**src/rtl/exp_decay_lut_arbiter_pkg.sv**
```systemverilog
// Shared constants for the decay-table arbiter and its helpers.
package exp_decay_lut_arbiter_pkg;

    // Decay table geometry: 8-bit index in, 8-bit value out.
    localparam int unsigned LUT_IDX_W  = 8;
    localparam int unsigned LUT_DATA_W = 8;

endpackage

```
**src/rtl/exp_decay_lut_arbiter_rr_priority_pick.sv**
```systemverilog
// Round-robin priority picker: grants the first requester at or after ptr_i,
// wrapping modulo N. Purely combinational so it can front any shared table.
module rr_priority_pick
    import exp_decay_lut_arbiter_pkg::*;
#(
    parameter int unsigned N    = 4,
    parameter int unsigned ID_W = (N > 1) ? $clog2(N) : 1
) (
    input  logic [N-1:0]    req_i,
    input  logic [ID_W-1:0] ptr_i,
    output logic [N-1:0]    grant_o,
    output logic [ID_W-1:0] id_o
);

    // Scan ptr_i, ptr_i+1, ... and keep the first active request.
    always_comb begin
        int unsigned pos;
        logic        found;
        grant_o = '0;
        id_o    = '0;
        found   = 1'b0;
        pos     = 0;
        for (int unsigned k = 0; k < N; k++) begin
            pos = 32'(ptr_i) + k;
            if (pos >= N) begin
                pos = pos - N;
            end
            if (!found && req_i[pos[ID_W-1:0]]) begin
                grant_o[pos[ID_W-1:0]] = 1'b1;
                id_o                   = pos[ID_W-1:0];
                found                  = 1'b1;
            end
        end
    end

endmodule

```
**src/rtl/exp_decay_lut_arbiter.sv**
```systemverilog
// Time-shares one exponential-decay lookup table between NUM_VOICES envelope
// generators: round-robin grant, registered index to the table, registered
// one-hot response two cycles after the ack.
module exp_decay_lut_arbiter
    import exp_decay_lut_arbiter_pkg::*;
#(
    parameter int unsigned NUM_VOICES = 4
) (
    input  logic                            clk,
    input  logic                            rst_n,
    input  logic [NUM_VOICES-1:0]           req,
    input  logic [NUM_VOICES*LUT_IDX_W-1:0] req_idx,
    output logic [NUM_VOICES-1:0]           ack,
    output logic [LUT_IDX_W-1:0]            lut_din,
    input  logic [LUT_DATA_W-1:0]           lut_dout,
    output logic [NUM_VOICES-1:0]           rsp_valid,
    output logic [LUT_DATA_W-1:0]           rsp_data
);

    localparam int unsigned ID_W = (NUM_VOICES > 1) ? $clog2(NUM_VOICES) : 1;

    logic [ID_W-1:0]       ptr_q, ptr_d;
    logic [NUM_VOICES-1:0] grant;
    logic [ID_W-1:0]       grant_id;

    logic                  s1_valid_q, s1_valid_d;
    logic [ID_W-1:0]       s1_id_q, s1_id_d;
    logic [LUT_IDX_W-1:0]  lut_din_q, lut_din_d;

    logic [NUM_VOICES-1:0] rsp_valid_q, rsp_valid_d;
    logic [LUT_DATA_W-1:0] rsp_data_q, rsp_data_d;

    rr_priority_pick #(
        .N    (NUM_VOICES),
        .ID_W (ID_W)
    ) u_pick (
        .req_i   (req),
        .ptr_i   (ptr_q),
        .grant_o (grant),
        .id_o    (grant_id)
    );

    // Ack is the raw grant, suppressed while the block is held in reset.
    always_comb begin
        ack = rst_n ? grant : '0;
    end

    // Next pointer sits just past the winner; stage 1 captures the winner's index.
    always_comb begin
        ptr_d      = ptr_q;
        s1_valid_d = |ack;
        s1_id_d    = s1_id_q;
        lut_din_d  = lut_din_q;
        if (|ack) begin
            ptr_d   = (grant_id == ID_W'(NUM_VOICES - 1)) ? '0 : grant_id + 1'b1;
            s1_id_d = grant_id;
        end
        for (int unsigned i = 0; i < NUM_VOICES; i++) begin
            if (ack[i]) begin
                lut_din_d = req_idx[i*LUT_IDX_W +: LUT_IDX_W];
            end
        end
    end

    // Stage 2 returns the table value to the owning voice as a one-hot pulse.
    always_comb begin
        rsp_valid_d = '0;
        rsp_data_d  = rsp_data_q;
        if (s1_valid_q) begin
            rsp_valid_d[s1_id_q] = 1'b1;
            rsp_data_d           = lut_dout;
        end
    end

    // Pipeline and pointer registers; reset discards anything in flight.
    always_ff @(posedge clk or negedge rst_n) begin
        if (!rst_n) begin
            ptr_q       <= '0;
            s1_valid_q  <= 1'b0;
            s1_id_q     <= '0;
            lut_din_q   <= '0;
            rsp_valid_q <= '0;
            rsp_data_q  <= '0;
        end else begin
            ptr_q       <= ptr_d;
            s1_valid_q  <= s1_valid_d;
            s1_id_q     <= s1_id_d;
            lut_din_q   <= lut_din_d;
            rsp_valid_q <= rsp_valid_d;
            rsp_data_q  <= rsp_data_d;
        end
    end

    assign lut_din   = lut_din_q;
    assign rsp_valid = rsp_valid_q;
    assign rsp_data  = rsp_data_q;

endmodule

```
**config.mk**
```make
export PLATFORM = sky130hd
export DESIGN_NAME = exp_decay_lut_arbiter
export DESIGN_NICKNAME = d
export VERILOG_FILES = /design/src/rtl/exp_decay_lut_arbiter_pkg.sv /design/src/rtl/exp_decay_lut_arbiter_rr_priority_pick.sv /design/src/rtl/exp_decay_lut_arbiter.sv
export SDC_FILE = /design/constraint.sdc
export NUM_CORES = 1
export LEC_CHECK = 0
export CAP_MARGIN = 20
export CORE_AREA = 2 2 66 68
export CTS_CLUSTER_DIAMETER = 50
export DETAILED_ROUTE_END_ITERATION = 7
export DIE_AREA = 0 0 68 70
export GPL_ROUTABILITY_DRIVEN = 0
export PLACE_DENSITY = 0.81
export SYNTH_ARGS = -nofsm -noshare
export SYNTH_HDL_FRONTEND = slang
export SYNTH_SLANG_ARGS = --single-unit
```
**constraint.sdc**
```tcl
create_clock -name clk -period 3.7 [get_ports clk]
set_input_delay 0.74 -clock clk [delete_from_list [all_inputs] [get_ports clk]]
set_output_delay 0.74 -clock clk [all_outputs]
set_load 0.02 [all_outputs]
```
# Word-level counts from Yosys, hierarchy flattened
# Cells that the tools add are included.
[totals]
elab_cells = 85
inputBits = 46
latchBits = 0
reg_bits = 25
n_memories = 0
rom_bits = 0
ramBits = 0
output_inout_bits = 24
[op_classes]
mul = 0
shift = 0
eq_ne = 1
muxes = 40
div = 0
reduce_logical = 13
n_addsub = 8
magnitude_cmp = 14
n_bitwise = 3
[op_table]
columns = ["cell", "count"]
rows = [
  ["2-to-1 mux 8 bit", 4],
  ["2-to-1 mux 4 bit", 6],
  ["2-to-1 mux 2 bit", 9],
  ["< comparator 2 x 3 -> 1 bit (second input constant)", 5],
  ["2-to-1 mux 1 bit", 12],
  ["bitwise OR 4 bit", 3],
  ["demux 1 bit (select 2 bit)", 5],
  ["greater-or-equal comparator 2 x 1 -> 1 bit (second input constant)", 5],
  ["greater-or-equal comparator 3 bit (second input constant)", 3],
  ["binary-select mux 1 bit (select 2 bit)", 4],
  ["logical AND 1 bit", 8],
  ["subtractor 2 x 1 -> 2 bit (second input constant)", 4],
  ["adder 2 x 2 -> 3 bit (second input constant)", 2],
  ["nonzero test 4 bit", 1],
  ["OR reduction 4 bit", 1],
  ["adder 2 x 1 -> 3 bit (second input constant)", 1],
  ["greater-or-equal comparator 2 x 3 -> 1 bit (second input constant)", 1],
  ["logical NOT 1 bit", 3],
  ["adder 2 x 1 -> 2 bit (second input constant)", 1],
  ["== test 2 bit (second input constant)", 1],
]

# Logic depth before layout (Yosys ltp)
# Gate-level depths: netlist of run 1.
[logic_depth]
depth_word = 19
mapped_depth = 11
mapped_depth_nobuf = 9

# Modules after synthesis
# From an unflattened synthesis of run 1, not the netlist that was laid out.
[hier_totals]
hier_cells = 171
area_unflattened_um2 = 1666.6
[by_module_without_submodules]
columns = ["mod", "seq_area_each_um2", "cells_per_inst", "area_per_inst_um2", "instances"]
rows = [
  ["exp_decay_lut_arbiter", 625.6, 106, 1177.4, 1],
  ["rr_priority_pick", 0.0, 65, 489.2, 1],
]

# Least setup slack after synthesis of run 1
# No wires, ideal clock.
[synth_timing]
path_kind = "reg-to-output"
from = "reg (tool-made name)"
to = "out ack[1]"
stages_incl_launch_ff = 10
n_path_buf = 2
arrival_time_ps = 2510
required_time_ps = 2960
slack_ps = 450
cell_sequence = "dfrtp_1 -> buf_2 -> inv_1 -> ha_1 -> mux4_2 -> nand3b_1 -> a22o_1 -> and2_1 -> nor2b_1 -> clkbuf_1"
[synth_lines]
columns = ["item", "line", "text"]
rows = [
  ["to (decl)", "exp_decay_lut_arbiter.sv:13", "output logic [NUM_VOICES-1:0] ack,"],
]

# Worst setup path in the final report of run 1
[layout_timing]
from = "in req[1]"
to = "out ack[3]"
[layout_between]
elab_chain_cells = 13
elab_cells_between_ends = 25
cone_classes = "16 x mux; 3 x bitwise; 6 x reduce/logical"
[layout_rtl]
columns = ["item", "line", "text"]
rows = [
  ["from (decl)", "exp_decay_lut_arbiter.sv:11", "input logic [NUM_VOICES-1:0] req,"],
  ["binary-select mux 1 bit (select 2 bit)", "exp_decay_lut_arbiter_rr_priority_pick.sv:28", "if (!found && req_i[pos[ID_W-1:0]]) begin"],
  ["2-to-1 mux 1 bit (not written as such)", "exp_decay_lut_arbiter_rr_priority_pick.sv:28", ""],
  ["2-to-1 mux 1 bit", "exp_decay_lut_arbiter_rr_priority_pick.sv:28", ""],
  ["logical NOT 1 bit", "exp_decay_lut_arbiter_rr_priority_pick.sv:28", ""],
  ["logical AND 1 bit", "exp_decay_lut_arbiter_rr_priority_pick.sv:28", ""],
  ["2-to-1 mux 1 bit", "exp_decay_lut_arbiter_rr_priority_pick.sv:28", ""],
  ["logical NOT 1 bit", "exp_decay_lut_arbiter_rr_priority_pick.sv:28", ""],
  ["logical AND 1 bit", "exp_decay_lut_arbiter_rr_priority_pick.sv:28", ""],
  ["2-to-1 mux 1 bit", "exp_decay_lut_arbiter_rr_priority_pick.sv:28", ""],
  ["logical NOT 1 bit", "exp_decay_lut_arbiter_rr_priority_pick.sv:28", ""],
  ["logical AND 1 bit", "exp_decay_lut_arbiter_rr_priority_pick.sv:28", ""],
  ["2-to-1 mux 4 bit *", "exp_decay_lut_arbiter_rr_priority_pick.sv:28", ""],
  ["2-to-1 mux 4 bit *", "exp_decay_lut_arbiter.sv:45", "ack = rst_n ? grant : '0;"],
]
# Mark *: on every way between the ends. The rest lies on a longest branch, timed or not. The select of a mux whose other input is x is not followed.

==> results_dict.tcl, run 1 <==
set metrics [dict create \
    synth_top_area_cells "sky130_fd_sc_hd__dfrtp_1, sky130_fd_sc_hd__mux2_2, sky130_fd_sc_hd__ha_1" \
    post_synth_inst_count 162 \
    cap_violations 0 \
    cp.required_ps 2960 \
    first_pass_iters 4 \
    cts_buffers 3 \
    clock_path_buffers 2 \
    detailroute.via_count 1563 \
    first_pass_grt_wire_length_mm 7.238 \
    pin_count_of_the_biggest_net_entering_global_routing 18 \
    globalRoute.totalOverflow 0 \
    layout.cells.most_common_list "sky130_fd_sc_hd__clkdlybuf4s50_1, sky130_fd_sc_hd__buf_4, sky130_fd_sc_hd__dfrtp_1" \
    rsz0062_at_grt "no" \
    clk_transition_reported_paths_ps 90 \
    synth_largest_area_cell "sky130_fd_sc_hd__dfrtp_1" \
    p_per_area_nw_per_um2 903.9 \
    hpwl_after_dpl_mm 3.551 \
    netlist_area_um2 1669 \
    synthDominantCellAreaShare_pct 37.48 \
    yosys_register_bits 25 \
    cp-end-kind "output pin" \
    yosysWarnings 0 \
    finalSetupViolations 0 \
    post_synth.cell_area_avg_um2 10.30 \
    n_antenna_cell 0 \
    buffer_ports.inserted 69 \
    grt_pass1_vias 1575 \
    synth-async-reset-ratio_pct 100.0 \
    timing.critical_path.fanout_max 5 \
    most_used_layer_global_route "met2" \
    met3_usage_pct 3.382 \
    max_freq_ghz 0.2763 \
    synthFlopType "sky130_fd_sc_hd__dfrtp_1" \
    clk_latency_ps 260 \
    avgRoutedWirePerCell_um 14.65 \
    vdd.ir_drop.worst_v 0.0005036 \
    postSynthNetCount 214 \
    global_route.usage.total_pct 19.21 \
    power_leakage_uw 0.001184 \
    timing.final.crit_share_pct 97.82 \
    final.fill_count 340 \
    grt_antenna_before_repair 0 \
    maxSlewViolCount 0 \
    netlist-cell-type-count 40 \
    worstHoldPathType "flop to flop" \
    cts_root_buf "sky130_fd_sc_hd__clkbuf_8" \
    final_layout_size_suffix_gt1_share_pct 18.73 \
    post_cts_hold_buffer_count 0 \
    path_class "primary input to output pin" \
    layout_commonest_cell "sky130_fd_sc_hd__clkdlybuf4s50_1" \
    dr.first_iter.drc_count 40 \
    status "finished, final reports clean" \
    slew_headroom_pct 72.17 \
    clock-sinks 25 \
    area_delta_synth_final_pct 55.85 \
    skew_ps 4.291 \
    final.setup.tns_ps 0 \
    core_area_um2 4144 \
    grt_use_met1_pct 24.79 \
    cts_tree "yes" \
    drt_drc_violations_left 0 \
    design.final.nets 304 \
    whs_ps 484.6 \
    viasPerCell 5.158 \
    synth-edff-count 0 \
    finalWirelength_mm 4.439 \
    fp.dieH_um 70 \
    start_kind "primary input" \
    timing_worst_slew_pin_value_ps 417.4 \
    synth_sequential_area_ratio_pct 37.48 \
    floorplan.rows 24 \
    final_min_period_ps 3619 \
    use_met2_pct 33.66 \
    htree_num_levels 1 \
    final-hold-violation-count 0 \
    dieWidth_um 68 \
    die_area_um2 4760 \
    postRouteAntennaNets 0 \
    timing.critical_path.arrival_ps 2880 \
    start_util_pct 40.28 \
    top_ports 70 \
]
==> worst paths after layout <==
path,startpoint,end,slack (ps),cells past startpoint
min in group asynchronous,rst_n,lut_din[7],710,1
max in group asynchronous,rst_n,asynchronous set/reset pin,2490,2
hold reg to reg,s1_id_q[1],rsp_valid[1],480,1
hold / removal,s1_id_q[1],rsp_valid[1],480,1
setup / recovery,req[1],ack[3],80,7
setup reg to reg,ptr_q[1],s1_id_q[1],790,10
==> critical path: stages <==
cell,delay (ps)
sky130_fd_sc_hd__clkdlybuf4s50_1,500
sky130_fd_sc_hd__mux4_2,540
sky130_fd_sc_hd__buf_4,180
sky130_fd_sc_hd__a221o_1,380
sky130_fd_sc_hd__a22oi_4,140
sky130_fd_sc_hd__nor2b_1,80
sky130_fd_sc_hd__dlygate4sd2_1,330
==> cells by family after synthesis <==
group / count (synthesis) / share of synthesized area (%)
AND/OR/NAND/NOR: 45 / 14.02
buffers and inverters: 22 / 6.221
multiplexers: 16 / 12.52
XOR/XNOR: 2 / 1.050
AO/OA/AOI/OAI: 46 / 24.21
adder cells (fa/ha/maj): 6 / 4.498
flip-flops: 25 / 37.48
==> per-layer routing <==
| layer | vias up | wire (µm) | share of wire (%) |
|---|---|---|---|
| met5 | - | 0 | 0 |
| met4 | 0 | 38 | 0.86 |
| met3 | 6 | 257 | 5.8 |
| met2 | 44 | 2241 | 50 |
| met1 | 742 | 1901 | 43 |
| li1 | 771 | - | - |
==> final cells by class <==
| cell class | count | area, µm² | area share, % |
|---|---|---|---|
| Inverter | 12 | 45.04 | 1.732 |
| Sequential cell | 25 | 625.6 | 24.05 |
| Multi-Input combinational cell | 115 | 939.7 | 36.12 |
| Clock inverter | 1 | 7.507 | 0.2886 |
| Clock buffer | 3 | 41.29 | 1.587 |
| Timing Repair Buffer | 95 | 877.1 | 33.72 |
| Tap cell | 52 | 65.06 | 2.501 |
==> power by group <==
part | leakage [µW] | switching, µW | internal [µW]
registers | 0.000299 | 89.3 | 417
logic | 0.000864 | 819 | 866
clock network | 0.0000217 | 84.0 | 76.2
total | 0.00118 | 992 | 1360
==> metrics by stage <==
stage | cell area (µm²) | instances | utilization [%] | worst slack, ps | total power [µW]
2_1_floorplan | 1669 | 162 | - | 449.6 | 1572
3_3_place_gp | 2554 | 298 | 61.62 | -156.5 | 2172
3_5_place_dp | 2554 | 298 | 61.62 | -238.9 | 2217
4_1_cts | 2605 | 303 | 62.86 | 42.57 | 2374
5_1_grt | 2601 | 303 | 62.77 | 12.05 | 2537
6_report | 2601 | 303 | 62.77 | 80.69 | 2351
==> flip-flops by register name, indices dropped and copies added (netlist names), named ones only <==
signal	cells
rsp_data	8
s1_id_q	2
lut_din	8
s1_valid_q	1
rsp_valid	4
ptr_q	1
==> cell usage after synthesis (all sizes together), types with 4 or more instances <==
cell	instances
inv	12
o21ai	4
ha	6
a21oi	4
nor2b	6
a211o	8
mux2i	4
a22oi	10
a2bb2oi	8
nor2	14
nand2	10
buf	7
dfrtp	25
mux2	9
==> what timing repair did <==
| action | 4_1_cts | 5_1_grt |
|---|---|---|
| pin swaps | 1 | 0 |
| setup endpoints to repair | 4 | 1 |
| setup buffers | 1 | 0 |
| resized for setup | 4 | 2 |
Note: power is estimated with default switching activity, not from simulation.
==> run 2, diff against run 1 <==
--- a/config.mk
+++ b/config.mk
@@ -5,6 +5,7 @@
 export SDC_FILE = /design/constraint.sdc
 export NUM_CORES = 1
 export LEC_CHECK = 0
+export ABC_AREA = 0
 export CAP_MARGIN = 20
 export CORE_AREA = 2 2 66 68
 export CTS_CLUSTER_DIAMETER = 50
==> results of run 2 <==
Final layout, timing and power as in run 1 (identical DEF).
